<file path="src/rtl/snow64_bfloat16_binop_issuer_pkg.sv">
// Shared types and constants for the BFloat16 binary-op issuer.
// Also provides the state-width define used by the StateIssuer enum.
`define MSB_POS__SNOW64_BFLOAT16_ISSUER_STATE 1

package snow64_bfloat16_binop_issuer_pkg;

    localparam int NUM_LANES = 4;
    localparam int LANE_W    = 16;
    localparam int VEC_W     = NUM_LANES * LANE_W;
    localparam logic [LANE_W-1:0] BF16_QNAN = 16'h7fc0;

    typedef enum logic [`MSB_POS__SNOW64_BFLOAT16_ISSUER_STATE:0] {
        StIssIdle,
        StIssSend,
        StIssWait,
        StIssDone
    } StateIssuer;

    // Unit-side command and response bundles shared by add/mul/div units.
    typedef struct packed {
        logic              start;
        logic [LANE_W-1:0] a;
        logic [LANE_W-1:0] b;
    } PortIn_BinOp;

    typedef struct packed {
        logic              data_valid;
        logic              can_accept_cmd;
        logic [LANE_W-1:0] data;
    } PortOut_Oper;

    // Vector-side bundles for callers that prefer grouped ports.
    typedef struct packed {
        logic                 start;
        logic [VEC_W-1:0]     a;
        logic [VEC_W-1:0]     b;
        logic [NUM_LANES-1:0] lane_mask;
    } PortIn_Issuer;

    typedef struct packed {
        logic             can_accept;
        logic             data_valid;
        logic [VEC_W-1:0] data;
        logic             timeout;
    } PortOut_Issuer;

    function automatic logic [LANE_W-1:0] get_lane(input logic [VEC_W-1:0] v,
                                                   input logic [1:0] idx);
        return v[{idx, 4'b0000} +: LANE_W];
    endfunction

endpackage

</file>
<file path="src/rtl/snow64_bfloat16_binop_issuer_lane_picker.sv">
// Priority encoder: lowest-index pending lane plus an any-pending flag.
module snow64_bfloat16_lane_picker
    import snow64_bfloat16_binop_issuer_pkg::*;
(
    input  logic [NUM_LANES-1:0] pending_i,
    output logic [1:0]           lane_o,
    output logic                 any_o
);

    always_comb begin
        lane_o = 2'd0;
        any_o  = 1'b0;
        // Scan downward so the lowest set bit is the last to win.
        for (int i = NUM_LANES - 1; i >= 0; i--) begin
            if (pending_i[i]) begin
                lane_o = 2'(i);
                any_o  = 1'b1;
            end
        end
    end

endmodule

</file>
<file path="src/rtl/snow64_bfloat16_binop_issuer.sv">
// Issues masked BFloat16 lanes one at a time to a single binary-op unit.
// Optional watchdog: define SNOW64_BFLOAT16_ISSUER_TIMEOUT_EN.
module snow64_bfloat16_binop_issuer
    import snow64_bfloat16_binop_issuer_pkg::*;
(
    input  logic                 clk,
    input  logic                 rst,
    input  logic                 in_start,
    input  logic [VEC_W-1:0]     in_a,
    input  logic [VEC_W-1:0]     in_b,
    input  logic [NUM_LANES-1:0] in_lane_mask,
    output logic                 out_can_accept,
    output logic                 out_data_valid,
    output logic [VEC_W-1:0]     out_data,
    output logic                 out_timeout,
    output PortIn_BinOp          out_to_unit,
    input  PortOut_Oper          in_from_unit,
    output StateIssuer           out_dbg_state
);

    // Unit handshake: a command transfers in a cycle where start=1 and
    // can_accept_cmd=1; a result transfers in any Wait cycle with data_valid=1.
    StateIssuer           state_q;
    logic [VEC_W-1:0]     a_q;
    logic [VEC_W-1:0]     b_q;
    logic [NUM_LANES-1:0] mask_q;
    logic [VEC_W-1:0]     result_q;
    logic                 valid_q;
    logic [1:0]           lane_sel;
    logic                 any_pending;

    snow64_bfloat16_lane_picker u_picker (
        .pending_i (mask_q),
        .lane_o    (lane_sel),
        .any_o     (any_pending)
    );

`ifdef SNOW64_BFLOAT16_ISSUER_TIMEOUT_EN
    localparam logic [4:0] WD_MAX = 5'd31;
    logic [4:0] wd_q;
    logic       timeout_q;
    assign out_timeout = timeout_q;
`else
    assign out_timeout = 1'b0;
`endif

    always_ff @(posedge clk) begin
        if (rst) begin
            state_q  <= StIssIdle;
            a_q      <= '0;
            b_q      <= '0;
            mask_q   <= '0;
            result_q <= '0;
            valid_q  <= 1'b0;
`ifdef SNOW64_BFLOAT16_ISSUER_TIMEOUT_EN
            wd_q      <= '0;
            timeout_q <= 1'b0;
`endif
        end else begin
            valid_q <= 1'b0;
            case (state_q)
                StIssIdle: begin
                    if (in_start) begin
                        a_q      <= in_a;
                        b_q      <= in_b;
                        mask_q   <= in_lane_mask;
                        result_q <= in_a;
                        state_q  <= StIssSend;
`ifdef SNOW64_BFLOAT16_ISSUER_TIMEOUT_EN
                        timeout_q <= 1'b0;
`endif
                    end
                end
                StIssSend: begin
                    if (!any_pending) begin
                        state_q <= StIssDone;
                        valid_q <= 1'b1;
                    end else if (in_from_unit.can_accept_cmd) begin
                        state_q <= StIssWait;
`ifdef SNOW64_BFLOAT16_ISSUER_TIMEOUT_EN
                        wd_q <= '0;
`endif
                    end
                end
                StIssWait: begin
                    if (in_from_unit.data_valid) begin
                        result_q[{lane_sel, 4'b0000} +: LANE_W] <= in_from_unit.data;
                        mask_q[lane_sel] <= 1'b0;
                        state_q          <= StIssSend;
`ifdef SNOW64_BFLOAT16_ISSUER_TIMEOUT_EN
                    end else if (wd_q == WD_MAX) begin
                        // Unit went silent: poison the lane and move on.
                        result_q[{lane_sel, 4'b0000} +: LANE_W] <= BF16_QNAN;
                        mask_q[lane_sel] <= 1'b0;
                        timeout_q        <= 1'b1;
                        state_q          <= StIssSend;
                    end else begin
                        wd_q <= wd_q + 5'd1;
`endif
                    end
                end
                StIssDone: state_q <= StIssIdle;
                default:   state_q <= StIssIdle;
            endcase
        end
    end

    always_comb begin
        out_to_unit       = '0;
        out_to_unit.start = (state_q == StIssSend) && any_pending
                            && in_from_unit.can_accept_cmd;
        if (state_q != StIssIdle) begin
            out_to_unit.a = get_lane(a_q, lane_sel);
            out_to_unit.b = get_lane(b_q, lane_sel);
        end
    end

    assign out_can_accept = (state_q == StIssIdle);
    assign out_data_valid = valid_q;
    assign out_data       = result_q;
    assign out_dbg_state  = state_q;

endmodule

</file>
<file path="config.mk">
export PLATFORM = sky130hd
export DESIGN_NAME = snow64_bfloat16_binop_issuer
export DESIGN_NICKNAME = d
export VERILOG_FILES = /design/src/rtl/snow64_bfloat16_binop_issuer_pkg.sv /design/src/rtl/snow64_bfloat16_binop_issuer_lane_picker.sv /design/src/rtl/snow64_bfloat16_binop_issuer.sv
export SDC_FILE = /design/constraint.sdc
export NUM_CORES = 1
export LEC_CHECK = 0
export ABC_AREA = 1
export CAP_MARGIN = 25
export CORE_UTILIZATION = 50
export CTS_BUF_LIST = sky130_fd_sc_hd__clkbuf_16
export CTS_CLUSTER_DIAMETER = 150
export DETAILED_ROUTE_END_ITERATION = 16
export GPL_ROUTABILITY_DRIVEN = 0
export MAX_ROUTING_LAYER = met4
export PLACE_DENSITY_LB_ADDON = 0.05
export SETUP_SLACK_MARGIN = 0.5
export SLEW_MARGIN = 25
export SYNTH_ARGS = -nofsm -noshare
export SYNTH_HDL_FRONTEND = slang
export SYNTH_SLANG_ARGS = --single-unit
export TNS_END_PERCENT = 20
</file>
<file path="constraint.sdc">
create_clock -name clk -period 3.1 [get_ports clk]
set_input_delay 0.465 -clock clk [delete_from_list [all_inputs] [get_ports clk]]
set_output_delay 0.465 -clock clk [all_outputs]
set_load 0.005 [all_outputs]
</file>
==> run summary, run 1 <==
=================================================================================
Critical-path cell with the highest stage delay .................... sky130_fd_sc_hd__clkdlybuf4s50_1
Share of the synthesized area in compound gates (AO/OA/AOI/OAI) ....       15.10%
Root buf cell ...................................................... sky130_fd_sc_hd__clkbuf_16
Maximum count of clock buffers along a single path .................            2
Via count of the first global-routing pass .........................         9637
Cell type contributing the most total cell area after synthesis .... sky130_fd_sc_hd__dfxtp_1
Core area ..........................................................   19460 um^2
Average cell area after synthesis ..................................   6.294 um^2
Iteration count of the initial detailed-routing pass ...............            6
Type of element capturing the critical path ........................   output pin
Die Footprint ......................................................   20410 um^2
Nets in the synthesized netlist ....................................         1733
Vias per inst ......................................................        5.385
Standby leakage power ..............................................  0.005840 uW
Predominant post-synthesis flop cell ............................... sky130_fd_sc_hd__dfxtp_1
Sequential cell area fraction in the yosys report ..................       40.16%
Count of unresolved DRC violations after routing ...................            0
Synth unique cells .................................................           23
Area share of and/or/nand/nor cells after synthesis ................       31.61%
Largest net degree at the start of global routing ..................          156
Fraction of the mapped netlist area in adder cells .................      0.5045%
CTS hold repair buffers ............................................            0
Xor-xnor portion of the synthesized cell area ......................           0%
Post-synth top area share ..........................................       40.16%
Crit path required time ............................................      2630 ps
ANT cells ..........................................................            0
Number of buffers created by CTS ...................................           17
Row cnt ............................................................           51
Hold endpoint ...................................................... b_q[21]$_SDFFE_PP0P_
Critical path launch point type ....................................     register
Time the final worst path needs with I/O delays and setup ..........      2766 ps
Clock latency reported for the late side of the worst-skew pair ....       430 ps
Top-Level Pins .....................................................          255
Total number of H-tree levels ......................................            4
Count of vias placed by the detailed router ........................        11010
Post-Synthesis Cells ...............................................         1576
Inst Count DP ......................................................         2006
Count of buffer and inverter cells on the critical path ............            3
Area overhead of the layout relative to synthesis ..................       34.57%
Hold violation total from the final report .........................            0
First-pass GRT wire length .........................................     51670 um
Worst-margin pin slew ..............................................     790.2 ps
Highest attainable clock frequency .................................    361.5 MHz
Number of standard cells in the final layout excluding fillers .....         2044
Fraction of final layout cells sized beyond drive strength 1 .......       5.059%
Worst Hold Class ................................................... register to register
Port-buffer cells ..................................................          253
Multiplexer area fraction after synthesis ..........................           0%
Clock tree from TritonCTS ..........................................        built
Result of the run .................................................. finished, final reports clean
Starting density of the core .......................................       50.97%
Final net count ....................................................         1923
Number of synthesized register bits ................................          199
Highest net fanout along the worst path ............................           19
Delay of the slowest cell on the worst path ........................       550 ps
Share of synthesized flip-flops with an asynchronous set or reset ..           0%
RR Startpoint ...................................................... mask_q[2]$_SDFFE_PP0P_
Remaining Overflow, GRT ............................................            0
Clk_skew ...........................................................     6.298 ps
Kind of cell adding the most delay to the critical path ............ buffers and inverters
Largest family of logic cells by synthesized area .................. simple AND/OR/NAND/NOR gates
Register clock-pin slew on the reported worst setup and hold paths .        70 ps
Power density relative to cell area ................................ 661.2 nW/um^2
HP Start ........................................................... b_q[21]$_SDFFE_PP0P_
Unrepaired setup endpoints after global routing ....................         true
Total track usage ..................................................       34.13%
Leading cell type in the layout, fill and taps excluded ............ sky130_fd_sc_hd__nand2_1
Final period util ..................................................       89.24%
Die Span X .........................................................     142.9 um
Vertical die dimension .............................................     142.9 um
Path depth of the worst reg2reg path ...............................           12
Antenna violations before repair ...................................            0
Most frequent cells in the layout .................................. sky130_fd_sc_hd__nand2_1, sky130_fd_sc_hd__clkdlybuf4s50_1, sky130_fd_sc_hd__nand3_1, sky130_fd_sc_hd__inv_1, sky130_fd_sc_hd__nor2_1
Warnings from Yosys ................................................            0
Number of flops mapped to enable cells by yosys ....................            0
Final-layout setup total negative slack ............................         0 ps
Final count of pins violating max slew .............................            0
Critical path cell sequence ........................................ inv_1, nand3_4, nand2_4, buf_6, nand2_1, nand3_1, a21oi_1, clkdlybuf4s50_1
WL/cell ............................................................     16.61 um
Hold Path Stages ...................................................            2
Type of the setup path with the least slack ........................ register to output pin
Setup Viol. Count Final ............................................            0
Capture point of the worst reg-to-reg path ......................... out_data[41]$_SDFFE_PP0P_
DP HPWL ............................................................     24190 um
Largest vdd supply drop ............................................     508.1 uV
Flop2flop setup slack ..............................................       770 ps
Post-Syn Area ......................................................    9920 um^2
Worst slew margin relative to its limit ............................       47.12%
Max-Cap Viols ......................................................            0
Most area-consuming cells after synthesis .......................... sky130_fd_sc_hd__dfxtp_1, sky130_fd_sc_hd__nand2_1, sky130_fd_sc_hd__nand3_1
Worst EP arrival ...................................................      2300 ps
Number of nets with antenna violations after detailed routing ......            0
Number of DRC violations after detailed-routing iteration 0 ........         1150
Total wire length after detailed routing ...........................     33950 um
Sink count of the clock tree .......................................          199
=================================================================================
==> cell families after synthesis <==
group	count (synthesis)
compound gates	297
fa+ha+maj	4
buf+inv	322
flops	199
other cells	1
simple gates	753
==> sequential cells by signal (all words and copies together), names as in the netlist <==
register        flops
out_data           64
b_q                64
out_dbg_state       2
out_data_valid      1
a_q                64
mask_q              4
==> tightest hold or removal path: stages, from the launching register on <==
cell	delay (ps)
sky130_fd_sc_hd__dfxtp_1	300
sky130_fd_sc_hd__inv_1	60
sky130_fd_sc_hd__a21oi_1	50
==> per-stage QoR <==
stage	total power (uW)	setup WS, ps	hold slack (ps)	area [um^2]	utilization, %
2_1_floorplan	5136	844.1	429.7	9920	-
3_3_place_gp	6466	432.5	439.1	12560	64.51
3_5_place_dp	6521	335.2	443.0	12560	64.51
4_1_cts	8750	370.5	453.6	13310	68.39
5_1_grt	9327	259.8	466.8	13350	68.59
6_report	8826	333.5	453.3	13350	68.59
==> per-layer routing <==
| layer | track usage, % | vias up | share of wire, % |
|---|---|---|---|
| li1 | - | 5338 | - |
| met1 | 47.29 | 5002 | 43 |
| met2 | 49.10 | 596 | 43 |
| met3 | 5.366 | 71 | 10 |
| met4 | 14.37 | 0 | 3.7 |
| met5 | - | - | 0 |
==> repair_timing <==
item,4_1_cts,5_1_grt
pin swaps,0,1
buffers inserted,3,1
resized for setup,37,9
cloned,2,0
endpoints found under the setup margin,49,49
==> how the worst max path moves through the flow <==
stage / cells past startpoint / to / slack [ps] / start
floorplan: 14 / out_data[53]$_SDFFE_PP0P_ / 840 / mask_q[3]$_SDFFE_PP0P_
global placement: 11 / out_data[14]$_SDFFE_PP0P_ / 430 / mask_q[3]$_SDFFE_PP0P_
detailed placement: 11 / out_data[4]$_SDFFE_PP0P_ / 340 / mask_q[3]$_SDFFE_PP0P_
CTS: 8 / out_to_unit[10] / 370 / mask_q[3]$_SDFFE_PP0P_
global route: 8 / out_to_unit[10] / 260 / mask_q[3]$_SDFFE_PP0P_
finish: 8 / out_to_unit[30] / 330 / mask_q[2]$_SDFFE_PP0P_
==> final cells by class <==
class,instances,area [um^2]
fillers,1701,6113
multi-input cells,1055,4780
flip-flops and latches,199,3990
repair buffers,284,2900
inverters,209,795.8
clock buffers,17,425.4
well taps,265,331.6
clock inverters,15,126.4
==> where the power goes <==
group | leakage [uW] | total [uW] | internal [uW] | switching, uW
combinational | 0.00392 | 3480 | 1460 | 2020
clock | 0.000268 | 2150 | 1110 | 1040
sequential | 0.00165 | 3190 | 3010 | 179
==> cells in the mapped netlist (2+ instances only) <==
cell type                  count
sky130_fd_sc_hd__a21oi_1     165
sky130_fd_sc_hd__buf_1        19
sky130_fd_sc_hd__buf_2        17
sky130_fd_sc_hd__buf_6         2
sky130_fd_sc_hd__clkbuf_1     74
sky130_fd_sc_hd__clkinv_1      2
sky130_fd_sc_hd__dfxtp_1     199
sky130_fd_sc_hd__ha_1          4
sky130_fd_sc_hd__inv_1       206
sky130_fd_sc_hd__nand2_1     331
sky130_fd_sc_hd__nand2_2       2
sky130_fd_sc_hd__nand2_4       4
sky130_fd_sc_hd__nand3_1     211
sky130_fd_sc_hd__nor2_1      201
sky130_fd_sc_hd__o21ai_0     131
Note: power is estimated with default switching activity, not from simulation.
==> run 2, diff against run 1 <==
--- a/config.mk
+++ b/config.mk
@@ -7,13 +7,14 @@
 export LEC_CHECK = 0
 export ABC_AREA = 1
 export CAP_MARGIN = 25
+export CORE_MARGIN = 4
 export CORE_UTILIZATION = 50
 export CTS_BUF_LIST = sky130_fd_sc_hd__clkbuf_16
 export CTS_CLUSTER_DIAMETER = 150
 export DETAILED_ROUTE_END_ITERATION = 16
 export GPL_ROUTABILITY_DRIVEN = 0
 export MAX_ROUTING_LAYER = met4
-export PLACE_DENSITY_LB_ADDON = 0.05
+export PLACE_DENSITY = 0.82
 export SETUP_SLACK_MARGIN = 0.5
 export SLEW_MARGIN = 25
 export SYNTH_ARGS = -nofsm -noshare
==> run summary, run 2 (synthesis results as in run 1) <==
=================================================================================
Result of the run .................................................. finished, final reports clean
Met1 usage .........................................................       42.88%
Time the final worst path needs with I/O delays and setup ..........      2865 ps
Power share of the combinational group .............................        39.4%
Unrepaired setup endpoints after global routing ....................         true
Clock tree from TritonCTS ..........................................        built
Crit path required time ............................................      2630 ps
Critical path cell sequence ........................................ inv_2, nand2_2, buf_12, nand3_1, nand3_1, a21oi_1, clkdlybuf4s50_1
Number of DRC violations after detailed-routing iteration 0 ........         1486
Total number of H-tree levels ......................................            4
Type of element capturing the critical path ........................   output pin
Path depth of the worst reg2reg path ...............................           12
Worst EP arrival ...................................................      2400 ps
Switching power as a share of total power ..........................       37.30%
Hold Path Stages ...................................................            2
Final-layout setup total negative slack ............................         0 ps
Die Span X .........................................................     148.9 um
Worst-margin pin slew ..............................................      1064 ps
Number of nets with antenna violations after detailed routing ......            0
Net Switching ......................................................      3346 uW
Critical-path cell with the highest stage delay .................... sky130_fd_sc_hd__clkdlybuf4s50_1
Max-Cap Viols ......................................................            0
Top-Level Pins .....................................................          255
Layout Cell Area excl Fill .........................................   13410 um^2
Setup Viol. Count Final ............................................            0
Leading cell type in the layout, fill and taps excluded ............ sky130_fd_sc_hd__nand2_1
Starting density of the core .......................................       50.97%
Gr busiest metal ...................................................         met2
Count of fill cells added during filler insertion ..................         1649
Remaining Overflow, GRT ............................................            0
Maximum count of clock buffers along a single path .................            2
DP HPWL ............................................................     24980 um
Area used by sequential logic in the layout ........................    3989 um^2
Portion of total power attributed to sequential cells ..............        35.7%
Inst Count DP ......................................................         2003
Library cell appearing most often on the critical path ............. sky130_fd_sc_hd__nand3_1
Final net count ....................................................         1922
Highest net fanout along the worst path ............................           67
Count of buffer and inverter cells on the critical path ............            3
Total wire length after detailed routing ...........................     35800 um
Power density relative to cell area ................................ 668.9 nW/um^2
Count of unresolved DRC violations after routing ...................            0
Count of vias placed by the detailed router ........................        11180
Post-detailed-placement cell area ..................................   12540 um^2
Hold violation total from the final report .........................            0
Register clock-pin slew on the reported worst setup and hold paths .        70 ps
Kind of cell adding the most delay to the critical path ............ buffers and inverters
Port-buffer cells ..................................................          253
Antenna violations before repair ...................................            0
Worst slew margin relative to its limit ............................       28.79%
Minimum setup slack after placement ................................     298.4 ps
ANT cells ..........................................................            0
Type of the setup path with the least slack ........................ register to output pin
Critical path launch point type ....................................     register
Highest attainable clock frequency .................................    349.0 MHz
Via count of the first global-routing pass .........................         9954
Vertical die dimension .............................................     148.9 um
First-pass GRT wire length .........................................     54480 um
Largest vdd supply drop ............................................     531.1 uV
Standby leakage power ..............................................  0.005935 uW
Most frequent cells in the layout .................................. sky130_fd_sc_hd__nand2_1, sky130_fd_sc_hd__clkdlybuf4s50_1, sky130_fd_sc_hd__nand3_1, sky130_fd_sc_hd__inv_1, sky130_fd_sc_hd__nor2_1
Die Footprint ......................................................   22160 um^2
Pint ...............................................................      5625 uW
Clk_skew ...........................................................     10.04 ps
Final period util ..................................................       92.43%
Number of logic stages on the critical path including buffering ....            7
Share of power burned in the clock network .........................        25.0%
Combined area of the multi-input logic cells .......................    4771 um^2
Area overhead of the layout relative to synthesis ..................       35.20%
WL/cell ............................................................     17.52 um
Clock latency reported for the late side of the worst-skew pair ....       450 ps
Core area ..........................................................   19460 um^2
Fraction of final layout cells sized beyond drive strength 1 .......       4.949%
Sink count of the clock tree .......................................          199
Number of buffers created by CTS ...................................           17
Largest net degree at the start of global routing ..................          136
Vias per inst ......................................................        5.472
Final count of pins violating max slew .............................            0
GR met2 Demand/Resource ............................................       47.10%
Worst Hold Class ................................................... register to register
Number of standard cells in the final layout excluding fillers .....         2043
Iteration count of the initial detailed-routing pass ...............            7
Met3 GRT Util ......................................................       7.505%
Row cnt ............................................................           51
Delay of the slowest cell on the worst path ........................       550 ps
Root buf cell ...................................................... sky130_fd_sc_hd__clkbuf_16
Crit path setup slack, layout ......................................     234.7 ps
Total track usage ..................................................       32.11%
=================================================================================
## run 2: cell types whose count changed in the layout (fill, tap and decap cells not counted), moves of 3 or more
cell / delta
sky130_fd_sc_hd__a21oi_1: +5
sky130_fd_sc_hd__a21oi_2: -5
sky130_fd_sc_hd__buf_4: -4
sky130_fd_sc_hd__clkdlybuf4s50_1: -8
sky130_fd_sc_hd__clkinv_2: -3
sky130_fd_sc_hd__dlygate4sd2_1: +7
sky130_fd_sc_hd__inv_8: +3
## run 2: timing repair
item / in CTS / in global routing
endpoints found under the setup margin: 77 / 88
hold buffers: 0 / 0
buffers inserted: 4 / 1
cloned: 3 / 0
pin swaps: 2 / 1
resized for setup: 46 / 5
## run 2: worst min-delay path: stages (launching register included)
cell                      delay (ps)
sky130_fd_sc_hd__dfxtp_1         300
sky130_fd_sc_hd__inv_1            60
sky130_fd_sc_hd__a21oi_1          50
## run 2: final timing paths
check	from	endpoint	slack [ps]
max	mask_q[0]$_SDFFE_PP0P_	out_to_unit[26]	230
max reg2reg	mask_q[2]$_SDFFE_PP0P_	out_data[48]$_SDFFE_PP0P_	510
min reg2reg	a_q[35]$_SDFFE_PP0P_	a_q[35]$_SDFFE_PP0P_	450
min	a_q[35]$_SDFFE_PP0P_	a_q[35]$_SDFFE_PP0P_	450
## run 2: metrics by stage
stage	power, uW	hold slack, ps	utilization [%]
6_report	8971	454.9	68.91
5_1_grt	9471	470.7	68.91
4_1_cts	8857	455.1	68.71
3_5_place_dp	6529	444.9	64.42
3_3_place_gp	6471	437.7	64.42
2_1_floorplan	5136	429.7	-
## run 2: cell type report
cell class / count / share of cell area [%]
clock buffers: 17 / 3.172
clock inverters: 15 / 1.166
inverters: 209 / 5.915
multi-input cells: 1055 / 35.57
flip-flops and latches: 199 / 29.74
well taps: 265 / 2.472
repair buffers: 283 / 21.96
## run 2: power by group through the flow
stage | Combinational (uW) | Clock (uW) | Sequential (uW)
6_report | 3530 | 2240 | 3200
5_1_grt | 3870 | 2360 | 3240
4_1_cts | 3410 | 2250 | 3200
3_5_place_dp | 3280 | 0 | 3250
3_3_place_gp | 3240 | 0 | 3240
2_1_floorplan | 1900 | 0 | 3240
## run 2: layer usage
layer,routed length (um),vias to the layer above
li1,-,5334
met1,14550,5012
met2,15700,714
met3,3995,119
met4,1558,0
met5,0,-
